[src/rtl/uart_frame_rx.sv]
// rtl/uart_frame_rx.sv - sync hunt, length-prefixed payload capture, checksum check and drain
module uart_frame_rx #(
    parameter int          MAX_LEN      = 16,
    parameter int          TIMEOUT_CLKS = 25000,
    parameter logic [7:0]  SYNC_BYTE    = 8'hA5
) (
    input  logic                         i_Clock,
    input  logic                         i_Rst,
    input  logic                         i_RX_DV,
    input  logic [7:0]                   i_RX_Byte,
    output logic [7:0]                   o_Data,
    output logic                         o_Valid,
    input  logic                         i_Ready,
    output logic                         o_First,
    output logic                         o_Last,
    output logic [$clog2(MAX_LEN+1)-1:0] o_Len,
    output logic                         o_Frame_OK,
    output logic                         o_Err,
    output logic [1:0]                   o_Err_Code
);

    localparam int LEN_W = $clog2(MAX_LEN + 1);
    localparam int IDX_W = (MAX_LEN > 1) ? $clog2(MAX_LEN) : 1;
    localparam int TMR_W = (TIMEOUT_CLKS > 1) ? $clog2(TIMEOUT_CLKS) : 1;

    localparam logic [1:0] CODE_OVERRUN = 2'd0;
    localparam logic [1:0] CODE_BAD_LEN = 2'd1;
    localparam logic [1:0] CODE_BAD_CHK = 2'd2;
    localparam logic [1:0] CODE_TIMEOUT = 2'd3;

    typedef enum logic [2:0] {
        ST_HUNT,
        ST_LEN,
        ST_PAYLOAD,
        ST_CHK,
        ST_DRAIN
    } state_t;

    state_t             state_q, state_d;
    logic [LEN_W-1:0]   len_q, len_d;
    logic [IDX_W-1:0]   idx_q, idx_d;
    logic [IDX_W-1:0]   rd_idx_q, rd_idx_d;
    logic [7:0]         sum_q, sum_d;
    logic [TMR_W-1:0]   timer_q, timer_d;
    logic               ok_q, ok_d;
    logic               err_q, err_d;
    logic [1:0]         code_q, code_d;
    logic               mem_we;
    logic [7:0]         mem_q [MAX_LEN];

    logic               valid;
    logic               rd_last;
    logic               wr_last;
    logic               expired;

    assign valid   = (state_q == ST_DRAIN);
    assign rd_last = (LEN_W'(rd_idx_q) == len_q - LEN_W'(1));
    assign wr_last = (LEN_W'(idx_q) == len_q - LEN_W'(1));
    assign expired = (timer_q == TMR_W'(TIMEOUT_CLKS - 1));

    always_comb begin
        state_d  = state_q;
        len_d    = len_q;
        idx_d    = idx_q;
        rd_idx_d = rd_idx_q;
        sum_d    = sum_q;
        timer_d  = timer_q;
        ok_d     = 1'b0;
        err_d    = 1'b0;
        code_d   = code_q;
        mem_we   = 1'b0;
        case (state_q)
            ST_HUNT: begin
                timer_d = '0;
                if (i_RX_DV && i_RX_Byte == SYNC_BYTE) begin
                    state_d = ST_LEN;
                end
            end
            ST_LEN, ST_PAYLOAD, ST_CHK: begin
                // A byte on the expiry cycle wins over the timeout.
                if (i_RX_DV) begin
                    timer_d = '0;
                    if (state_q == ST_LEN) begin
                        if (i_RX_Byte == 8'd0 || i_RX_Byte > 8'(MAX_LEN)) begin
                            err_d   = 1'b1;
                            code_d  = CODE_BAD_LEN;
                            state_d = ST_HUNT;
                        end else begin
                            len_d   = LEN_W'(i_RX_Byte);
                            sum_d   = i_RX_Byte;
                            idx_d   = '0;
                            state_d = ST_PAYLOAD;
                        end
                    end else if (state_q == ST_PAYLOAD) begin
                        mem_we = 1'b1;
                        sum_d  = sum_q + i_RX_Byte;
                        if (wr_last) begin
                            state_d = ST_CHK;
                        end else begin
                            idx_d = idx_q + IDX_W'(1);
                        end
                    end else if (i_RX_Byte == sum_q) begin
                        ok_d     = 1'b1;
                        rd_idx_d = '0;
                        state_d  = ST_DRAIN;
                    end else begin
                        err_d   = 1'b1;
                        code_d  = CODE_BAD_CHK;
                        state_d = ST_HUNT;
                    end
                end else if (expired) begin
                    timer_d = '0;
                    err_d   = 1'b1;
                    code_d  = CODE_TIMEOUT;
                    state_d = ST_HUNT;
                end else begin
                    timer_d = timer_q + TMR_W'(1);
                end
            end
            ST_DRAIN: begin
                timer_d = '0;
                if (i_RX_DV) begin
                    err_d  = 1'b1;
                    code_d = CODE_OVERRUN;
                end
                if (i_Ready) begin
                    if (rd_last) begin
                        state_d = ST_HUNT;
                    end else begin
                        rd_idx_d = rd_idx_q + IDX_W'(1);
                    end
                end
            end
            default: state_d = ST_HUNT;
        endcase
    end

    always_ff @(posedge i_Clock or posedge i_Rst) begin
        if (i_Rst) begin
            state_q  <= ST_HUNT;
            len_q    <= '0;
            idx_q    <= '0;
            rd_idx_q <= '0;
            sum_q    <= '0;
            timer_q  <= '0;
            ok_q     <= 1'b0;
            err_q    <= 1'b0;
            code_q   <= '0;
        end else begin
            state_q  <= state_d;
            len_q    <= len_d;
            idx_q    <= idx_d;
            rd_idx_q <= rd_idx_d;
            sum_q    <= sum_d;
            timer_q  <= timer_d;
            ok_q     <= ok_d;
            err_q    <= err_d;
            code_q   <= code_d;
        end
    end

    // Payload storage is deliberately left unreset.
    always_ff @(posedge i_Clock) begin
        if (mem_we) begin
            mem_q[idx_q] <= i_RX_Byte;
        end
    end

    assign o_Valid    = valid;
    assign o_Data     = valid ? mem_q[rd_idx_q] : 8'h00;
    assign o_First    = valid && (rd_idx_q == '0);
    assign o_Last     = valid && rd_last;
    assign o_Len      = len_q;
    assign o_Frame_OK = ok_q;
    assign o_Err      = err_q;
    assign o_Err_Code = code_q;

endmodule

[config.mk]
export PLATFORM = sky130hd
export DESIGN_NAME = uart_frame_rx
export DESIGN_NICKNAME = d
export VERILOG_FILES = /design/src/rtl/uart_frame_rx.sv
export SDC_FILE = /design/constraint.sdc
export NUM_CORES = 1
export LEC_CHECK = 0
export CORE_ASPECT_RATIO = 1.2
export CORE_UTILIZATION = 65
export DETAILED_ROUTE_END_ITERATION = 7
export GPL_ROUTABILITY_DRIVEN = 0
export PLACE_DENSITY = 0.89
export SLEW_MARGIN = 5
export SYNTH_ARGS = -nofsm -noshare
export SYNTH_HDL_FRONTEND = slang
export SYNTH_SLANG_ARGS = --single-unit
[constraint.sdc]
create_clock -name i_Clock -period 6 [get_ports i_Clock]
set_clock_uncertainty 0.1 [all_clocks]
set_input_delay 1.5 -clock i_Clock [delete_from_list [all_inputs] [get_ports i_Clock]]
set_output_delay 1.5 -clock i_Clock [all_outputs]
set_load 0.05 [all_outputs]
* After elaboration in Yosys (flattened, before gate mapping)
Memory sizes are Yosys's and may differ from the RTL's.
Index checks and enable logic that the tools add are counted.
** Storage, ports and cells
- Flip-flop bits (word level) :: 43
- RAM bits :: 128
- Input bits :: 12
- Logic and storage cells :: 116
- Memories :: 1
** Operators by class
- Add/subtract/negate cells :: 5
- $lt $le $gt $ge :: 1
- Equality and inequality tests :: 25
- Muxes and demuxes :: 56
- Bitwise operators :: 1
- Reductions and logical operators :: 18
** Memories
- mem_q :: words 16, bits a word 8, rd ports 1, clocked after memory_dff 0, wr ports 1, RTL line 49 : logic [7:0] mem_q [MAX_LEN];
** Operators with widths (count)
- $mux 4 :: 10
- $mux 8 :: 4
- $mux 15 :: 2
- $pmux 15 s2 :: 1
- $mux 3 :: 9
- $mux 1 :: 18
- $ne 2x2->1 const B :: 9
- $mux 2 :: 8
- $add 15x1->15 const B :: 1
- $eq 15x15->1 const B :: 1
- $ne 4x4->1 const B :: 3
- $eq 4x5->1 :: 2
- $reduce_and 5->1 :: 2
- $pmux 3 s3 :: 1
- $add 4x1->4 const B :: 2
- $add 8x8->8 :: 1
- $eq 8x8->1 :: 1
- $eq 8x8->1 const B :: 1
- $gt 8x5->1 const B :: 1
- $logic_not 8->1 :: 1
- $pmux 4 s2 :: 1
- $reduce_and 4->1 :: 2
- $reduce_and 7->1 :: 1
- $eq 3x2->1 const B :: 2
- 17 further kinds :: 22

* Depth between registers and ports, before layout
Gate-level depths: netlist (run 1).
- Depth in word-level cells :: 7
- Gate-level depth with buffers :: 9
- Depth with buffers taken out :: 9

* Least setup slack after synthesis (run 1)
Ideal clock, no wire load.
- Kind :: flip-flop to output port
- Start :: register rd_idx_q[1]
- End :: output port o_First
- Arrival :: 2610 ps
- Data required time :: 4400 ps
- Setup slack :: 1790 ps
- Stages on the path, launching flop included :: 6
- Path buffers :: 2
- Cell sequence :: dfrtp_1 > clkbuf_1 > buf_1 > inv_1 > ha_1 > nor4b_1
** On the way
- Word-level cells in the longest chain between the ends :: 2
** Ends and longest elaborated chain
- from (decl) :: RTL line 42 : logic [IDX_W-1:0] rd_idx_q, rd_idx_d;
- from (signal assigned) :: RTL line 153 : rd_idx_q <= rd_idx_d;
- $logic_not 4->1 :: RTL line 171 : assign o_First = valid && (rd_idx_q == '0);
- $logic_and 1x1->1 :: RTL line 171
- to (decl) :: RTL line 14 : output logic o_First,
No other way between the ends.

* Worst setup path in the final report (run 1)
- Start :: register rd_idx_q[0]
- End :: output port o_Data[5]
** On the way
- Word-level cells in the longest chain between the ends :: 2
** Ends and longest elaborated chain
- $mem_v2 16x8
- $mux 8 :: RTL line 170 : assign o_Data = valid ? mem_q[rd_idx_q] : 8'h00;
- to (decl) :: RTL line 11 : output logic [7:0] o_Data,
No other way between the ends.

==> results of run 1 <==
==> registers in the layout, indices dropped and copies added, names as in the netlist <==
register and cells:
mem_q 128, timer_q 15, sum_q 8, o_Len 5, idx_q 4, rd_idx_q 4
state_q 3, o_Err_Code 2, o_Err 1, o_Frame_OK 1
==> logic make-up (layout without fill, tap and decap cells) <==
logic type | after synthesis | in the layout | synth area share
DFF | 171 | 171 | 0.619
muxes | 49 | 49 | 0.137
adders and majority gates | 16 | 16 | 0.0261
xor gates and xnor gates | 13 | 13 | 0.0178
buffers and inverters | 47 | 90 | 0.0307
AOI/OAI and AO/OA | 84 | 84 | 0.0694
and+or+nand+nor | 148 | 148 | 0.100
==> cells in the mapped netlist (3+ instances only) <==
| cell | n |
|---|---|
| mux2_2 | 6 |
| and2_1 | 16 |
| nor2_1 | 29 |
| clkbuf_1 | 13 |
| nand4_1 | 9 |
| o22ai_1 | 3 |
| edfxtp_1 | 128 |
| xnor2_1 | 6 |
| nand2b_1 | 5 |
| o41ai_1 | 3 |
| a21oi_1 | 11 |
| ha_1 | 15 |
| o21ai_0 | 32 |
| mux4_1 | 22 |
| o211ai_1 | 3 |
| nor2b_1 | 10 |
| and3_1 | 9 |
| xor2_1 | 5 |
| nand2_1 | 31 |
| nand3_1 | 15 |
| buf_2 | 4 |
| a31oi_1 | 4 |
| mux4_2 | 18 |
| buf_6 | 3 |
| nor4_1 | 7 |
| o31ai_1 | 8 |
| nor4b_1 | 3 |
| nor3_1 | 3 |
| dfrtp_1 | 43 |
| inv_1 | 21 |
==> critical path, cell delays in order (launching register included) <==
cell and delay [ns]:
dfrtp_2 1.07, mux4_1 0.78, mux4_2 0.56, and2_1 0.20, clkdlybuf4s50_1 0.70
==> per-layer routing <==
| metal | vias to the layer above | track usage |
|---|---|---|
| met2 | 298 | 0.553 |
| met4 | 0 | 0.158 |
| met5 | - | 0 |
| met3 | 71 | 0.0695 |
| met1 | 2519 | 0.386 |
| li1 | 2125 | - |
==> power by group <==
part	total, mW	internal (mW)	switching (mW)
clock	1.06	0.553	0.510
sequential	1.32	1.30	0.0248
combinational	0.329	0.126	0.203
==> worst max-delay path by stage <==
stage,to,slack [ns],cells past startpoint,start
floorplan,o_First,1.79,5,rd_idx_q[1]
global placement,o_Data[2],1.34,4,rd_idx_q[0]
detailed placement,o_Data[0],1.22,4,rd_idx_q[0]
CTS,o_Data[5],0.71,4,rd_idx_q[0]
global route,o_Data[5],0.56,4,rd_idx_q[0]
finish,o_Data[5],0.62,4,rd_idx_q[0]
==> per-stage QoR <==
stage	total power, mW	util	worst slack (ns)	area, sq um	hold slack [ns]
finish	2.72	0.759	0.620	8910	0.393
global route	2.80	0.759	0.557	8910	0.397
CTS	2.72	0.759	0.707	8910	0.388
detailed placement	1.67	0.710	1.22	8330	0.374
global placement	1.65	0.710	1.34	8330	0.370
floorplan	1.58	-	1.79	7950	0.345
==> layout make-up <==
type	instances	area, sq um	area share
multi-input combinational	310	2780	0.312
sequential	171	4920	0.553
clock buffer	17	425	0.0478
tap	157	196	0.0221
inverter	21	78.8	0.00885
clock inverter	15	148	0.0166
timing repair buffer	37	355	0.0399
==> results.yml, run 1 <==
floorplan:
  io-pin-count: 32
  start_util: 0.677
  rows: 43
  die_y_um: 123
  core_sq_mm: 0.0117
  die_area_sq_mm: 0.0127
  die_w_um: 103
power_and_ir_drop:
  ir_drop_v: 0.000214
  cellLeakagePower_nw: 3.24
  power.density_mw_per_mm2: 305
critical_path:
  criticalPathCategory: "register to output port"
  r2r_slack_ns: 3.00
  crit_path_end_kind: "output port"
  required_ns: 4.40
  cp.arrival_ns: 3.78
  timing.rr.end: "o_Err_Code[1]"
  ff2ff_path_depth: 6
  rr_startpoint: "timer_q[0]"
  crit_path_start_kind: "register"
  crit_fanout: 38
drt:
  drcViolationCount: 0
  maxUsedRoutingLayer: "met4"
  vias: 5013
  wl_met2_um: 10000
  first_pass_iters: 6
  wl_met1_um: 6530
  ant_nets: 0
  drt-initial-drc-count: 680
  wl_met3_um: 1460
  drt_wl_total_um: 18700
  vias_per_cell: 6.89
  wire_per_inst_um: 25.7
timing:
  rsz0062_at_grt: "false"
  clock.fmax_mhz: 186
  finalCritPeriodShare: 0.897
  maxSlewViolCount: 0
  hold_violations: 0
  setup_tns_ns: 0
  timing.final.crit_period_ns: 5.38
  max_slew_margin: 0.237
  setup_viol: 0
  worst_pin_slew_ns: 1.14
clocking:
  numCtsBuffers: 17
  htree_levels: 4
  clkSinkCount: 171
  hold_buffers: 0
  worstSkewPairLatency_ns: 0.43
  clk_pin_slew_ns: 0.07
  cts_buffer_depth: 2
  clockRootBuffer: "clkbuf_16"
  cts_setup_buffers: 0
  cts.repair.resized: 0
  cts_tree: "built"
logic_synthesis:
  syn_nets: 556
  async_reset_ff_frac: 0.251
  synth_cells: 528
  synth-main-ff-cell: "edfxtp_1"
  synth_seq_area_share: 0.619
  synth_top_area_frac: 0.484
  synth_largest_area_cell: "edfxtp_1"
  synth_edf_count: 128
  yosysWarnings: 0
  ys_ff_latch: 171
  synthTopCellsByArea: "edfxtp_1, dfrtp_1, mux4_1"
  yosysUniqueCellTypes: 62
  avgSynthCellArea_sq_um: 15.0
  synthesis.area_sq_mm: 0.00795
global_route:
  grt_max_degree: 44
  antenna_found_initial: 0
  grt.overflow.total: 0
  grt_pass1_wl_um: 28400
  grtUsageTotal: 0.323
  grt_pass1_vias: 4931
min_path:
  hp-start: "timer_q[14]"
  hold_path_depth: 1
  hold_path_class: "register to register"
  hold-path-endpoint: "timer_q[14]"
placement:
  dpl.cell_count: 696
  dp.final_hpwl_um: 11500
  port_buffers: 31
run_status:
  outcome: "finished clean"
finish:
  final_nets: 586
  instances_no_fill: 728
  diodes: 0
  synthToLayoutAreaGrowth_pct: 12.1
  nFillCells: 658
  final_common_cell: "edfxtp_1"
  final_cell_mix: "edfxtp_1, dfrtp_1, o21ai_0, nand2_1, clkdlybuf4s50_1"
  drive_gt1_frac: 0.126
flow_run:
  max_cap_violations: 0
Note: power is estimated with default switching activity, not from simulation.
==> run 2, diff against run 1 <==
Settings changed: ABC_CLOCK_PERIOD_IN_PS set to 6000.
==> results of run 2 <==
No change in the layout: final DEF, timing and power equal those of run 1.
==> run 3, diff against run 2 <==
Settings changed: PLACE_DENSITY 0.89 to 0.95.
==> run 3 against run 2 <==
Net effect: sequential cell count unchanged; count of clock-buffer cells in the layout increased by 2; power increased by 2.3%; hold slack improved by 0.023 ns; core utilization increased by 0.30 points; fmax increased by 4.2%; register-to-register slack about the same; global-route usage increased by 1.1 points; cell count increased by 0.14%; cell area increased by 0.39%; non-clock buffer count increased by 1; first-iteration DRC count decreased by 11%; largest power group unchanged.
==> results.yml, run 3 (synthesis gave the netlist of run 1 again) <==
drt:
  drcViolationCount: 0
  wire_per_inst_um: 26.3
  vias_per_cell: 6.91
  first_pass_iters: 6
  drt-initial-drc-count: 605
  drt_wl_total_um: 19200
  vias: 5039
  ant_nets: 0
finish:
  drive_gt1_frac: 0.124
  final_cell_mix: "edfxtp_1, dfrtp_1, o21ai_0, nand2_1, clkdlybuf4s50_1"
  reg.largest.list: "mem_q (128), timer_q (15), sum_q (8)"
  synthToLayoutAreaGrowth_pct: 12.5
  largest_reg_flops: 128
  design_area_sq_mm: 0.00894
  instances_no_fill: 729
  final_core_util: 0.762
  ff_latch_area_sq_mm: 0.00492
  diodes: 0
  largest-register: "mem_q"
  final_nets: 587
  final_common_cell: "edfxtp_1"
  multi_input_area_sq_mm: 0.00278
  nFillCells: 646
global_route:
  grt_pass1_wl_um: 29300
  grtUsageTotal: 0.334
  antenna_found_initial: 0
  grt_max_degree: 44
  grt.overflow.total: 0
  grt_pass1_vias: 5117
clocking:
  cts_buffer_depth: 2
  cts_setup_buffers: 0
  cts.repair.resized: 0
  clk_pin_slew_ns: 0.07
  numCtsBuffers: 17
  hold_buffers: 0
  clockRootBuffer: "clkbuf_16"
  clkSinkCount: 171
  worstSkewPairLatency_ns: 0.44
  cts_tree: "built"
  htree_levels: 4
timing:
  setup_tns_ns: 0
  max_slew_margin: 0.227
  worst_pin_slew_ns: 1.16
  setup_slack_ns: 0.838
  hold_violations: 0
  clock.fmax_mhz: 194
  hold-worst-slack_ns: 0.416
  maxSlewViolCount: 0
  rsz0062_at_grt: "false"
  setup_viol: 0
  timing.final.crit_period_ns: 5.16
  finalCritPeriodShare: 0.860
power_and_ir_drop:
  ir_drop_v: 0.000247
  cellLeakagePower_nw: 3.25
  power.total_mw: 2.78
  power.density_mw_per_mm2: 311
critical_path:
  crit_fanout: 33
  crit_family: "multiplexers"
  criticalPathCategory: "register to output port"
  path_cells: "mux4_1 > mux4_2 > and2_1 > clkdlybuf4s50_1"
  critPathSlowestCell: "dfrtp_2"
  required_ns: 4.40
  cp_num_buf_inv: 1
  crit_path_start_kind: "register"
  cp.arrival_ns: 3.56
  cpPeakStageDelay_ns: 1.01
  crit_path_end_kind: "output port"
placement:
  place_area_sq_mm: 0.00834
  port_buffers: 31
  dpl.cell_count: 697
  dp_slack_ns: 1.30
  dp.final_hpwl_um: 11600
floorplan:
  rows: 43
  die_area_sq_mm: 0.0127
  io-pin-count: 32
  start_util: 0.677
  core_sq_mm: 0.0117
  die_y_um: 123
  die_w_um: 103
run_status:
  outcome: "finished clean"
flow_run:
  max_cap_violations: 0
min_path:
  hold_path_class: "register to register"
## run 3: changes by cell type in the layout (fill, tap and decap cells not counted), sizes merged
cell / delta
inv: -7
clkinv: +1
clkinvlp: +1
bufinv: +3
clkbuf: +2
buf: +1
## run 3: metal layers
metal  share of wire  track usage  up-vias
met5               0            0        -
met4           0.045        0.185        0
met3           0.082       0.0825       76
met2            0.53        0.566      323
met1            0.34        0.388     2512
li1                -            -     2128
## run 3: where the power goes
| part | total (mW) | internal (mW) | switching [mW] | leakage (nW) |
|---|---|---|---|---|
| registers | 1.33 | 1.30 | 0.0258 | 1.73 |
| clock network | 1.12 | 0.658 | 0.466 | 0.288 |
| logic | 0.328 | 0.126 | 0.202 | 1.23 |
| total | 2.78 | 2.08 | 0.694 | 3.25 |
## run 3: worst reg2reg max path, cell delays in order (launching register included)
cell	delay [ns]
dfrtp_1	0.38
ha_1	0.23
nand2_1	0.06
or4_1	0.48
o21ai_2	0.90
o311ai_2	0.36
mux2_2	0.36
## run 3: final cells by class
cell class	count	area share
sequential	171	0.550
multi-input combinational	310	0.311
clock buffer	19	0.0484
timing repair buffer	38	0.0406
tap	157	0.0220
clock inverter	13	0.0188
inverter	21	0.00882
## run 3: worst paths after layout
| kind | end | slack, ns | start | cells after the start |
|---|---|---|---|---|
| max | o_Data[0] | 0.84 | rd_idx_q[0] | 4 |
| min | timer_q[13] | 0.42 | timer_q[13] | 1 |
| max reg2reg | o_Err_Code[1] | 3.01 | timer_q[0] | 6 |
| min reg2reg | timer_q[13] | 0.42 | timer_q[13] | 1 |
| max in group asynchronous | rd_idx_q[0] | 3.92 | i_Rst | 3 |
| min in group asynchronous | rd_idx_q[1] | 1.45 | i_Rst | 3 |
